<file path="src/rtl/regfile_wr_decoder_pkg.sv">
// Shared types and default sizing for the register-file write-wordline decoder.
package regfile_dec_pkg;

    localparam int unsigned DEF_ADDR_W = 5;
    localparam int unsigned DEF_LEN_W  = DEF_ADDR_W;

    typedef enum logic {
        IDLE  = 1'b0,
        BURST = 1'b1
    } dec_state_e;

endpackage

</file>
<file path="src/rtl/regfile_wr_decoder_if.sv">
// Write-request handshake bundle between issue/write-back logic and the wordline decoder.
interface regfile_wr_decoder_if #(
    parameter int unsigned ADDR_W = 5,
    parameter int unsigned LEN_W  = ADDR_W
);

    logic              req_valid;
    logic              req_ready;
    logic [ADDR_W-1:0] req_addr;
    logic [LEN_W-1:0]  req_len;
    logic              req_wrap;

    modport master (
        output req_valid,
        output req_addr,
        output req_len,
        output req_wrap,
        input  req_ready
    );

    modport slave (
        input  req_valid,
        input  req_addr,
        input  req_len,
        input  req_wrap,
        output req_ready
    );

endinterface

</file>
<file path="src/rtl/regfile_wr_decoder_onehot.sv">
// Combinational binary-to-one-hot decoder with enable; all-zero output when disabled.
module onehot_decoder #(
    parameter int unsigned ADDR_W = 5
) (
    input  logic                   en_i,
    input  logic [ADDR_W-1:0]      idx_i,
    output logic [(2**ADDR_W)-1:0] onehot_o
);

    // Single set bit at idx_i when enabled
    always_comb begin
        onehot_o = '0;
        if (en_i) begin
            onehot_o[idx_i] = 1'b1;
        end
    end

endmodule

</file>
<file path="src/rtl/regfile_wr_decoder.sv">
// Registered ADDR_W:2^ADDR_W write-wordline decoder with single/burst requests.
// One one-hot wordline per beat, auto-incrementing index, abort and truncation reporting.
// Optional macro REGFILE_ZERO_GUARD_EN: wordline 0 is never driven (hard-zero register),
// though a beat targeting index 0 still takes its cycle.
module regfile_wr_decoder
    import regfile_dec_pkg::*;
#(
    parameter int unsigned ADDR_W = DEF_ADDR_W,
    parameter int unsigned LEN_W  = ADDR_W
) (
    input  logic                   clk,
    input  logic                   reset_n,
    regfile_wr_decoder_if.slave    req,
    input  logic                   abort,
    output logic [(2**ADDR_W)-1:0] wl_en,
    output logic [ADDR_W-1:0]      wl_idx,
    output logic                   busy,
    output logic                   done,
    output logic                   err_trunc
);

    localparam int unsigned  NUM_OUT  = 2**ADDR_W;
    localparam logic [LEN_W:0] ONE_BEAT = {{LEN_W{1'b0}}, 1'b1};

    dec_state_e           state_q, state_d;
    logic [ADDR_W-1:0]    idx_q, idx_d;
    // Beats still to be issued, counting the one currently on the wordlines
    logic [LEN_W:0]       rem_q, rem_d;
    logic                 wrap_q, wrap_d;
    // done_q marks the displayed beat as the last one of its burst
    logic                 done_q, done_d;
    logic                 err_q, err_d;
    logic [NUM_OUT-1:0]   wl_en_q;
    logic [NUM_OUT-1:0]   dec_out;
    logic                 beat_d;
    logic                 dec_en;
    logic                 accept;
    logic                 single;
    logic                 at_top_req;
    logic                 at_top_nxt;

    // A new request may enter when idle or during the final beat, unless aborting
    assign req.req_ready = !abort && ((state_q == IDLE) || done_q);
    assign accept        = req.req_valid && req.req_ready;

    assign single     = (req.req_len == '0);
    assign at_top_req = &req.req_addr;

    // Next-state, next-beat index and last/truncation flags for the beat being loaded
    always_comb begin
        state_d    = state_q;
        idx_d      = idx_q;
        rem_d      = rem_q;
        wrap_d     = wrap_q;
        done_d     = 1'b0;
        err_d      = 1'b0;
        beat_d     = 1'b0;
        at_top_nxt = 1'b0;
        if (abort) begin
            state_d = IDLE;
        end else if (accept) begin
            state_d = BURST;
            beat_d  = 1'b1;
            idx_d   = req.req_addr;
            rem_d   = {1'b0, req.req_len} + ONE_BEAT;
            wrap_d  = req.req_wrap;
            done_d  = single || (!req.req_wrap && at_top_req);
            err_d   = !single && !req.req_wrap && at_top_req;
        end else if ((state_q == BURST) && !done_q) begin
            beat_d     = 1'b1;
            idx_d      = idx_q + 1'b1;
            rem_d      = rem_q - ONE_BEAT;
            at_top_nxt = &idx_d;
            done_d     = (rem_d == ONE_BEAT) || (!wrap_q && at_top_nxt);
            err_d      = (rem_d != ONE_BEAT) && !wrap_q && at_top_nxt;
        end else begin
            state_d = IDLE;
        end
    end

`ifdef REGFILE_ZERO_GUARD_EN
    assign dec_en = beat_d && (idx_d != '0);
`else
    assign dec_en = beat_d;
`endif

    onehot_decoder #(
        .ADDR_W (ADDR_W)
    ) u_onehot (
        .en_i     (dec_en),
        .idx_i    (idx_d),
        .onehot_o (dec_out)
    );

    // State and output registers; reset overrides any in-flight burst or accept
    always_ff @(posedge clk) begin
        if (!reset_n) begin
            state_q <= IDLE;
            idx_q   <= '0;
            rem_q   <= '0;
            wrap_q  <= 1'b0;
            done_q  <= 1'b0;
            err_q   <= 1'b0;
            wl_en_q <= '0;
        end else begin
            state_q <= state_d;
            idx_q   <= idx_d;
            rem_q   <= rem_d;
            wrap_q  <= wrap_d;
            done_q  <= done_d;
            err_q   <= err_d;
            wl_en_q <= dec_out;
        end
    end

    assign wl_en     = wl_en_q;
    assign wl_idx    = idx_q;
    assign busy      = (state_q == BURST);
    assign done      = done_q;
    assign err_trunc = err_q;

endmodule

</file>
<file path="src/flat_wrapper.sv">
// flat-port wrapper written by rule: the top's interface ports become plain ports
module regfile_wr_decoder_flat import regfile_dec_pkg::*;
#(
    parameter int unsigned ADDR_W = DEF_ADDR_W,
    parameter int unsigned LEN_W  = ADDR_W
)
  (clk, reset_n, abort, wl_en, wl_idx, busy, done, err_trunc, req_req_valid, req_req_addr, req_req_len, req_req_wrap, req_req_ready);
  regfile_wr_decoder_if #(.ADDR_W(ADDR_W), .LEN_W(LEN_W)) req_i ();
  input  logic clk;
  input  logic reset_n;
  input  logic abort;
  output logic [(2**ADDR_W)-1:0] wl_en;
  output logic [ADDR_W-1:0] wl_idx;
  output logic busy;
  output logic done;
  output logic err_trunc;
  input wire logic [$bits(req_i.req_valid)-1:0] req_req_valid;
  input wire logic [$bits(req_i.req_addr)-1:0] req_req_addr;
  input wire logic [$bits(req_i.req_len)-1:0] req_req_len;
  input wire logic [$bits(req_i.req_wrap)-1:0] req_req_wrap;
  output wire logic [$bits(req_i.req_ready)-1:0] req_req_ready;
  assign req_i.req_valid = req_req_valid;
  assign req_i.req_addr = req_req_addr;
  assign req_i.req_len = req_req_len;
  assign req_i.req_wrap = req_req_wrap;
  assign req_req_ready = req_i.req_ready;
  regfile_wr_decoder #(.ADDR_W(ADDR_W), .LEN_W(LEN_W)) u_core (.clk(clk), .reset_n(reset_n), .req(req_i), .abort(abort), .wl_en(wl_en), .wl_idx(wl_idx), .busy(busy), .done(done), .err_trunc(err_trunc));
endmodule
</file>
<file path="config.mk">
export PLATFORM = sky130hd
export DESIGN_NAME = regfile_wr_decoder_flat
export DESIGN_NICKNAME = d
export VERILOG_FILES = /design/src/rtl/regfile_wr_decoder_pkg.sv /design/src/rtl/regfile_wr_decoder_if.sv /design/src/rtl/regfile_wr_decoder_onehot.sv /design/src/rtl/regfile_wr_decoder.sv /design/src/flat_wrapper.sv
export SDC_FILE = /design/constraint.sdc
export NUM_CORES = 1
export LEC_CHECK = 0
export CORE_AREA = 10 10 96 98
export CTS_CLUSTER_DIAMETER = 150
export DETAILED_ROUTE_END_ITERATION = 10
export DIE_AREA = 0 0 106 108
export GPL_ROUTABILITY_DRIVEN = 0
export PLACE_DENSITY_LB_ADDON = 0.1
export SLEW_MARGIN = 0
export SYNTH_ARGS = -nofsm -noshare
export SYNTH_HDL_FRONTEND = slang
export SYNTH_HIERARCHICAL = 1
export SYNTH_SLANG_ARGS = --single-unit
</file>
<file path="constraint.sdc">
create_clock -name clk -period 3.65 [get_ports clk]
set_input_delay 0.5475 -clock clk [delete_from_list [all_inputs] [get_ports clk]]
set_output_delay 0.5475 -clock clk [all_outputs]
set_load 0.01 [all_outputs]
</file>
==> run_results.csv, run 1 <==
group,metric,value,unit
setup_path,timing.rr.start,"u_core/wl_idx[0]",
setup_path,crit_family,"simple AND/OR/NAND/NOR gates",
route,routed-via-count,1850,
pwr,p_clk_share,38.9,%
clock_tree,cts_tree,"done",
setup_path,timing.critical_path.buf_inv,2,
logic_synthesis,yosysSeqAreaShare,43.72,%
clock_tree,numClockSinks,47,
logic_synthesis,ys_warn_count,6,
route,route.detailed.drc,0,
outcome,outcome,"complete, no violations",
timing,fmax,0.3784,GHz
hold_path,whs_endpoint,"u_core/wrap_q",
final_layout,drive_gt1_share,6.431,%
pwr,p_comb_share,13.6,%
setup_path,crit_chain,"clkdlybuf4s50_1 > o21ai_0 > buf_4 > o21ai_1 > nand2_1 > or4b_1 > nor2_1 > and2_1",
setup_path,arrival,2880,ps
hold_path,min_from,"u_core/wrap_q",
clock_tree,numCtsBuffers,5,
clock_tree,h-tree-depth,2,
setup_path,critPathMaxFanout,9,
setup_path,r2r_slack,1170,ps
die,dieArea,11450,µm²
timing,layout_setup_ws,1007,ps
setup_path,slowest_delay,620,ps
pwr,vdd_drop_max,0.0001667,V
die,design.core.area,7447,µm²
global_route,grt_overflow,0,
pwr,powerDensity,383.3,nW/µm²
setup_path,r2r_cells,8,
global_route,grt_start_max_net_pins,31,
setup_path,cp.required,3890,ps
flow_run,cap_viol_max_count,0,
clock_tree,hold_buffers,0,
route,viasPerCell,4.479,
setup_path,worstSetupPathType,"in -> reg",
global_route,grt_pass1_vias,1871,
final_layout,synthToLayoutAreaGrowth,37.09,%
route,drt_first_iter_violations,104,
die,boundaryPins,56,
logic_synthesis,synth_area,2152,µm²
route,drtAntennaViolNets,0,
logic_synthesis,synthFlopType,"dfxtp_1",
logic_synthesis,ys_types,42,
logic_synthesis,synthesis.instances,255,
global_route,grtUsageTotal,10.03,%
clock_tree,postCtsSetupBuffers,0,
clock_tree,root_buffer,"clkbuf_8",
timing,slew_violations,0,
pwr,seqPwrFrac,47.5,%
die,fp.dieH,108,µm
timing,min_period_over_period,72.41,%
route,post_drt_wl_per_cell,13.52,µm
logic_synthesis,avgSynthCellArea,8.439,µm²
timing,finClkSkew,6.227,ps
route,drt-pass1-iter-count,4,
pwr,switching_share,23.25,%
timing,rsz0062_at_grt,"no",
timing,whs,453.8,ps
logic_synthesis,synth_edf_count,0,
logic_synthesis,synth-seq-cells,47,
timing,worstMarginPinSlew,603.4,ps
clock_tree,clk_path_buf_depth,2,
die,fp.dieW,106,µm
setup_path,worstReg2RegEnd,"u_core/wl_en[3]",
die,initial_core_util,28.90,%
final_layout,n_antenna_cell,0,
logic_synthesis,syn-num-nets,276,
clock_tree,path_clk_slew,80,ps
global_route,grt_pass1_wl,9494,µm
pwr,switching_power,263.0,µW
setup_path,critPathCaptureType,"flop",
pwr,internal_power,868.0,µW
placed_design,place_ws,690.2,ps
final_layout,nets,331,
hold_path,min_path_type,"reg -> reg",
timing,slew_headroom,59.35,%
placed_design,hpwl,4290,µm
setup_path,cp-start-kind,"input pin",
global_route,antenna_found_initial,0,
clock_tree,insertion_delay,290,ps
timing,min_period,2643,ps
clock_tree,postCtsResizedCells,0,
timing,hold_viol,0,
timing,setup_viol,0,
timing,tns,0,ps
die,rows,32,
placed_design,io_buffers,55,
setup_path,crit_slowest_cell,"clkdlybuf4s50_1",
pwr,cellLeakagePower,1.109,nW
hold_path,hold_depth,2,
route,drt_wl_total,5583,µm
logic_synthesis,async_flop_share,0,%
==> worst register-to-register path, delay by kind of cell (launching register included) <==
family	cells	cell delay (ps)
adders and majority gates	1	280
DFF	1	390
AOI/OAI and AO/OA	1	300
and+or+nand+nor	6	1450
==> logic make-up (layout without fill, tap and decap cells) <==
logic type               Yosys count  after routing  share of synthesized area, %
AO/OA/AOI/OAI                     37             37                         10.52
XOR/XNOR                           8              8                         3.256
adder cells (fa/ha/maj)            6              6                         3.488
buffers and inverters             25             81                         4.593
flip-flops                        47             47                         43.72
multiplexers                       1              1                        0.4651
AND/OR/NAND/NOR                  131            131                         33.95
==> worst max-delay path by stage <==
stage,from,endpoint,depth (start not counted)
after detailed placement,req_req_valid,u_core/wl_en[2],8
after global placement,req_req_valid,u_core/wl_en[2],8
final,req_req_valid,u_core/wl_en[3],8
after global routing,req_req_valid,u_core/wl_en[1],8
after CTS,req_req_valid,u_core/wl_en[2],8
after floorplan,abort,u_core/wl_en[0],9
==> cells in the final DEF, fill, tap and decap left out, types with 3 or more instances in the layout <==
cell type and n:
nand4bb_1 3, a31oi_1 4, nor2_1 39, nand4_1 4
buf_4 5, inv_1 11, nor3_1 4, nand2_1 12
ha_1 6, clkdlybuf4s50_1 55, xnor2_1 7, nand3_1 6
nand4b_1 3, nand2b_1 5, a311oi_1 3, and2_1 33
o21ai_0 9, clkbuf_8 5, a21oi_1 12, dfxtp_1 47
and3_1 5
==> cell type report <==
class	count	area (µm²)
clock buffer	6	72.57
clock inverter	2	60.06
fill	818	4497
inverter	13	48.80
multi-input combinational	183	1112
sequential	47	940.9
tap	102	127.6
timing repair buffer	60	588.1
==> metrics by stage <==
stage	util [%]	instances	area [µm²]	total power, mW
2_1_floorplan	-	255	2152	0.6457
3_3_place_gp	37.84	405	2818	0.7051
3_5_place_dp	37.84	405	2818	0.7038
4_1_cts	39.62	413	2950	1.152
5_1_grt	39.62	413	2950	1.191
6_report	39.62	413	2950	1.131
==> registers in the layout, summed over array words and instances, names as in the netlist <==
register and cells:
u_core/busy 1, u_core/wl_idx 5, u_core/err_trunc 1, u_core/wl_en 32
u_core/done 1, u_core/wrap_q 1, u_core/rem_q 6
==> cells in the mapped netlist (3+ instances only) <==
library cell | number | area, µm²
a31oi_1 | 4 | 25.02
nor3_1 | 4 | 20.02
buf_2 | 4 | 20.02
and2_1 | 33 | 206.5
nand4b_1 | 3 | 26.28
a21oi_1 | 12 | 60.06
nor2_1 | 39 | 146.4
xnor2_1 | 7 | 61.31
ha_1 | 6 | 75.07
dfxtp_1 | 47 | 940.9
o21ai_0 | 9 | 45.04
and3_1 | 5 | 31.28
nand2_1 | 12 | 45.04
nand2b_1 | 5 | 31.28
nand4_1 | 4 | 25.02
clkbuf_1 | 8 | 30.03
a311oi_1 | 3 | 26.28
nand3_1 | 6 | 30.03
nand4bb_1 | 3 | 33.78
inv_1 | 11 | 41.29
==> power groups by stage <==
stage / logic (mW) / registers [mW] / clock network (mW)
CTS: 0.155 / 0.538 / 0.459
global route: 0.173 / 0.540 / 0.478
detailed placement: 0.154 / 0.550 / 0
global placement: 0.155 / 0.550 / 0
floorplan: 0.0970 / 0.549 / 0
finish: 0.153 / 0.538 / 0.440
==> layer usage <==
metal	global-route usage, %	up-vias	routed length [µm]
met5	0	-	0
met1	12.66	816	2657
met3	3.986	4	462
met2	15.37	66	2399
met4	3.191	0	64
li1	-	964	-
No activity file was read; power rests on OpenSTA's default activity.
==> inputs of run 2 (changes only) <==
==> constraint.sdc (replaced) <==
create_clock -name clk -period 2.2 [get_ports clk]
set_input_delay 0.33 -clock clk [delete_from_list [all_inputs] [get_ports clk]]
set_output_delay 0.33 -clock clk [all_outputs]
set_load 0.01 [all_outputs]
==> run 2 against run 1 <==
Compared with the run above:
- non-clock buffer count is 18 higher
- die area did not move
- clock skew about the same
- wire length increased by 4.7%
- register-to-register slack got worse by 1000 ps
- total power increased by 62%
- worst setup slack worse by 900 ps
- clock power up 47%
- final cell count is 4.4% higher
- hold slack gained 40 ps
==> run_results.csv, run 2 (synthesis gave the netlist of run 1 again) <==
group,metric,value,unit
outcome,outcome,"complete, no violations",
clock_tree,h-tree-depth,2,
timing,slew_violations,0,
route,route.detailed.drc,0,
global_route,grt_overflow,0,
global_route,grt_pass1_wl,9611,µm
timing,min_period,2088,ps
pwr,switching_share,25.83,%
setup_path,cpMostUsedCell,"buf_4",
global_route,grt_start_max_net_pins,32,
die,design.core.area,7447,µm²
route,drt_wl_total,5843,µm
setup_path,cp.required,1870,ps
route,drt-pass1-iter-count,4,
global_route,grtUsageTotal,10.28,%
timing,worstMarginPinSlew,435.7,ps
pwr,vdd_drop_max,0.0002212,V
die,fp.dieH,108,µm
clock_tree,path_clk_slew,90,ps
final_layout,largest_reg_flops,32,
setup_path,cp-start-kind,"flop",
final_layout,design_area,3118,µm²
setup_path,crit_slowest_cell,"clkdlybuf4s50_1",
global_route,met1_usage,12.20,%
pwr,total_power,1.831,mW
final_layout,finalNonFillerCells,431,
pwr,internal_power,1.358,mW
die,fp.dieW,106,µm
final_layout,synthToLayoutAreaGrowth,44.88,%
route,routed-via-count,1932,
die,boundaryPins,56,
placed_design,hpwl,4481,µm
timing,setup_viol,0,
die,dieArea,11450,µm²
flow_run,cap_viol_max_count,0,
clock_tree,cts_tree,"done",
final_layout,n_antenna_cell,0,
final_layout,final_cell_mix,"clkdlybuf4s50_1 (55), dfxtp_1 (47), nor2_1 (38), and2_1 (33), buf_4 (22)",
final_layout,drive_gt1_share,13.98,%
die,initial_core_util,28.90,%
setup_path,r2r_slack,130,ps
timing,slew_headroom,70.68,%
route,viasPerCell,4.483,
timing,finClkSkew,5.755,ps
clock_tree,hold_buffers,0,
hold_path,min_path_type,"reg -> reg",
clock_tree,root_buffer,"clkbuf_8",
pwr,p_comb_share,16.2,%
clock_tree,clk_path_buf_depth,2,
setup_path,crit_chain,"nor2b_4 > buf_4 > buf_4 > nor2_1 > clkdlybuf4s50_1",
pwr,seqPwrFrac,48.5,%
global_route,grtUsageMet2,16.96,%
pwr,powerDensity,587.1,nW/µm²
pwr,p_clk_share,35.3,%
setup_path,critPathMaxFanout,8,
timing,hold_viol,0,
global_route,antenna_found_initial,0,
timing,min_period_over_period,94.91,%
setup_path,critPathCaptureType,"output pin",
final_layout,final_common_cell,"clkdlybuf4s50_1",
route,drtAntennaViolNets,0,
global_route,grt_pass1_vias,1996,
route,post_drt_wl_per_cell,13.56,µm
setup_path,slowest_delay,550,ps
setup_path,worstSetupPathType,"reg -> out",
pwr,cellLeakagePower,1.196,nW
placed_design,placed_cells,422,
setup_path,arrival,1760,ps
clock_tree,insertion_delay,300,ps
final_layout,nets,349,
route,drt_first_iter_violations,41,
global_route,top_usage_layer,"met2",
global_route,grt_util_met3,4.045,%
clock_tree,numClockSinks,47,
placed_design,io_buffers,55,
pwr,switching_power,472.8,µW
placed_design,place_ws,-134.1,ps
timing,layout_setup_ws,112.0,ps
placed_design,place_area,2967,µm²
timing,fmax,0.4789,GHz
die,rows,32,
clock_tree,numCtsBuffers,5,
## run 2: changes by cell type in the layout (fill, tap and decap cells not counted), sizes merged
cell / delta
buf: +18
bufinv: -1
clkbuf: -1
clkinvlp: +1
inv: +1
## run 2: timing repair
item                       4_1_cts  5_1_grt
pin swaps                        0        1
setup endpoints to repair        3       16
gates resized for setup          2        5
buffers inserted                 0        1
## run 2: layout make-up
cell class,instances,area [µm²]
clock buffers,5,68.82
multi-input cells,183,1150
well taps,102,127.6
clock inverters,3,46.29
inverters,13,48.80
repair buffers,78,735.7
fillers,778,4329
flip-flops and latches,47,940.9
## run 2: power by group through the flow
stage / Combinational, mW / Clock, mW / Sequential [mW]
2_1_floorplan: 0.163 / 0 / 0.910
3_3_place_gp: 0.291 / 0 / 0.907
3_5_place_dp: 0.292 / 0 / 0.907
4_1_cts: 0.294 / 0.667 / 0.887
5_1_grt: 0.329 / 0.697 / 0.890
6_report: 0.297 / 0.646 / 0.888
## run 2: final timing paths
path	cells after the start	endpoint	startpoint
worst max-delay path	5	req_req_ready	u_core/busy
worst min-delay path	2	u_core/wrap_q	u_core/wrap_q
worst max register to register	8	u_core/wl_en[3]	u_core/wl_idx[0]
worst min register to register	2	u_core/wrap_q	u_core/wrap_q
## run 2: metal layers
metal	routed length (µm)	vias up	share of wire (%)
met5	0	-	0
met4	38	0	0.65
met3	409	4	7.0
met2	2639	53	45
met1	2756	871	47
li1	-	1004	-
## run 2: per-stage QoR
stage          hold slack [ps]  setup TNS (ps)  util, %
2_1_floorplan            431.2               0        -
3_3_place_gp             465.9           -1632    39.84
3_5_place_dp             480.9           -2025    39.84
4_1_cts                  494.1               0    41.45
5_1_grt                  514.6          -1.219    41.87
6_report                 493.7               0    41.87
## run 2: worst max-delay path: cells and delay by family (launching register included)
family	cells	cell delay [ps]
buffers and inverters	3	860
and+or+nand+nor	2	250
DFF	1	350
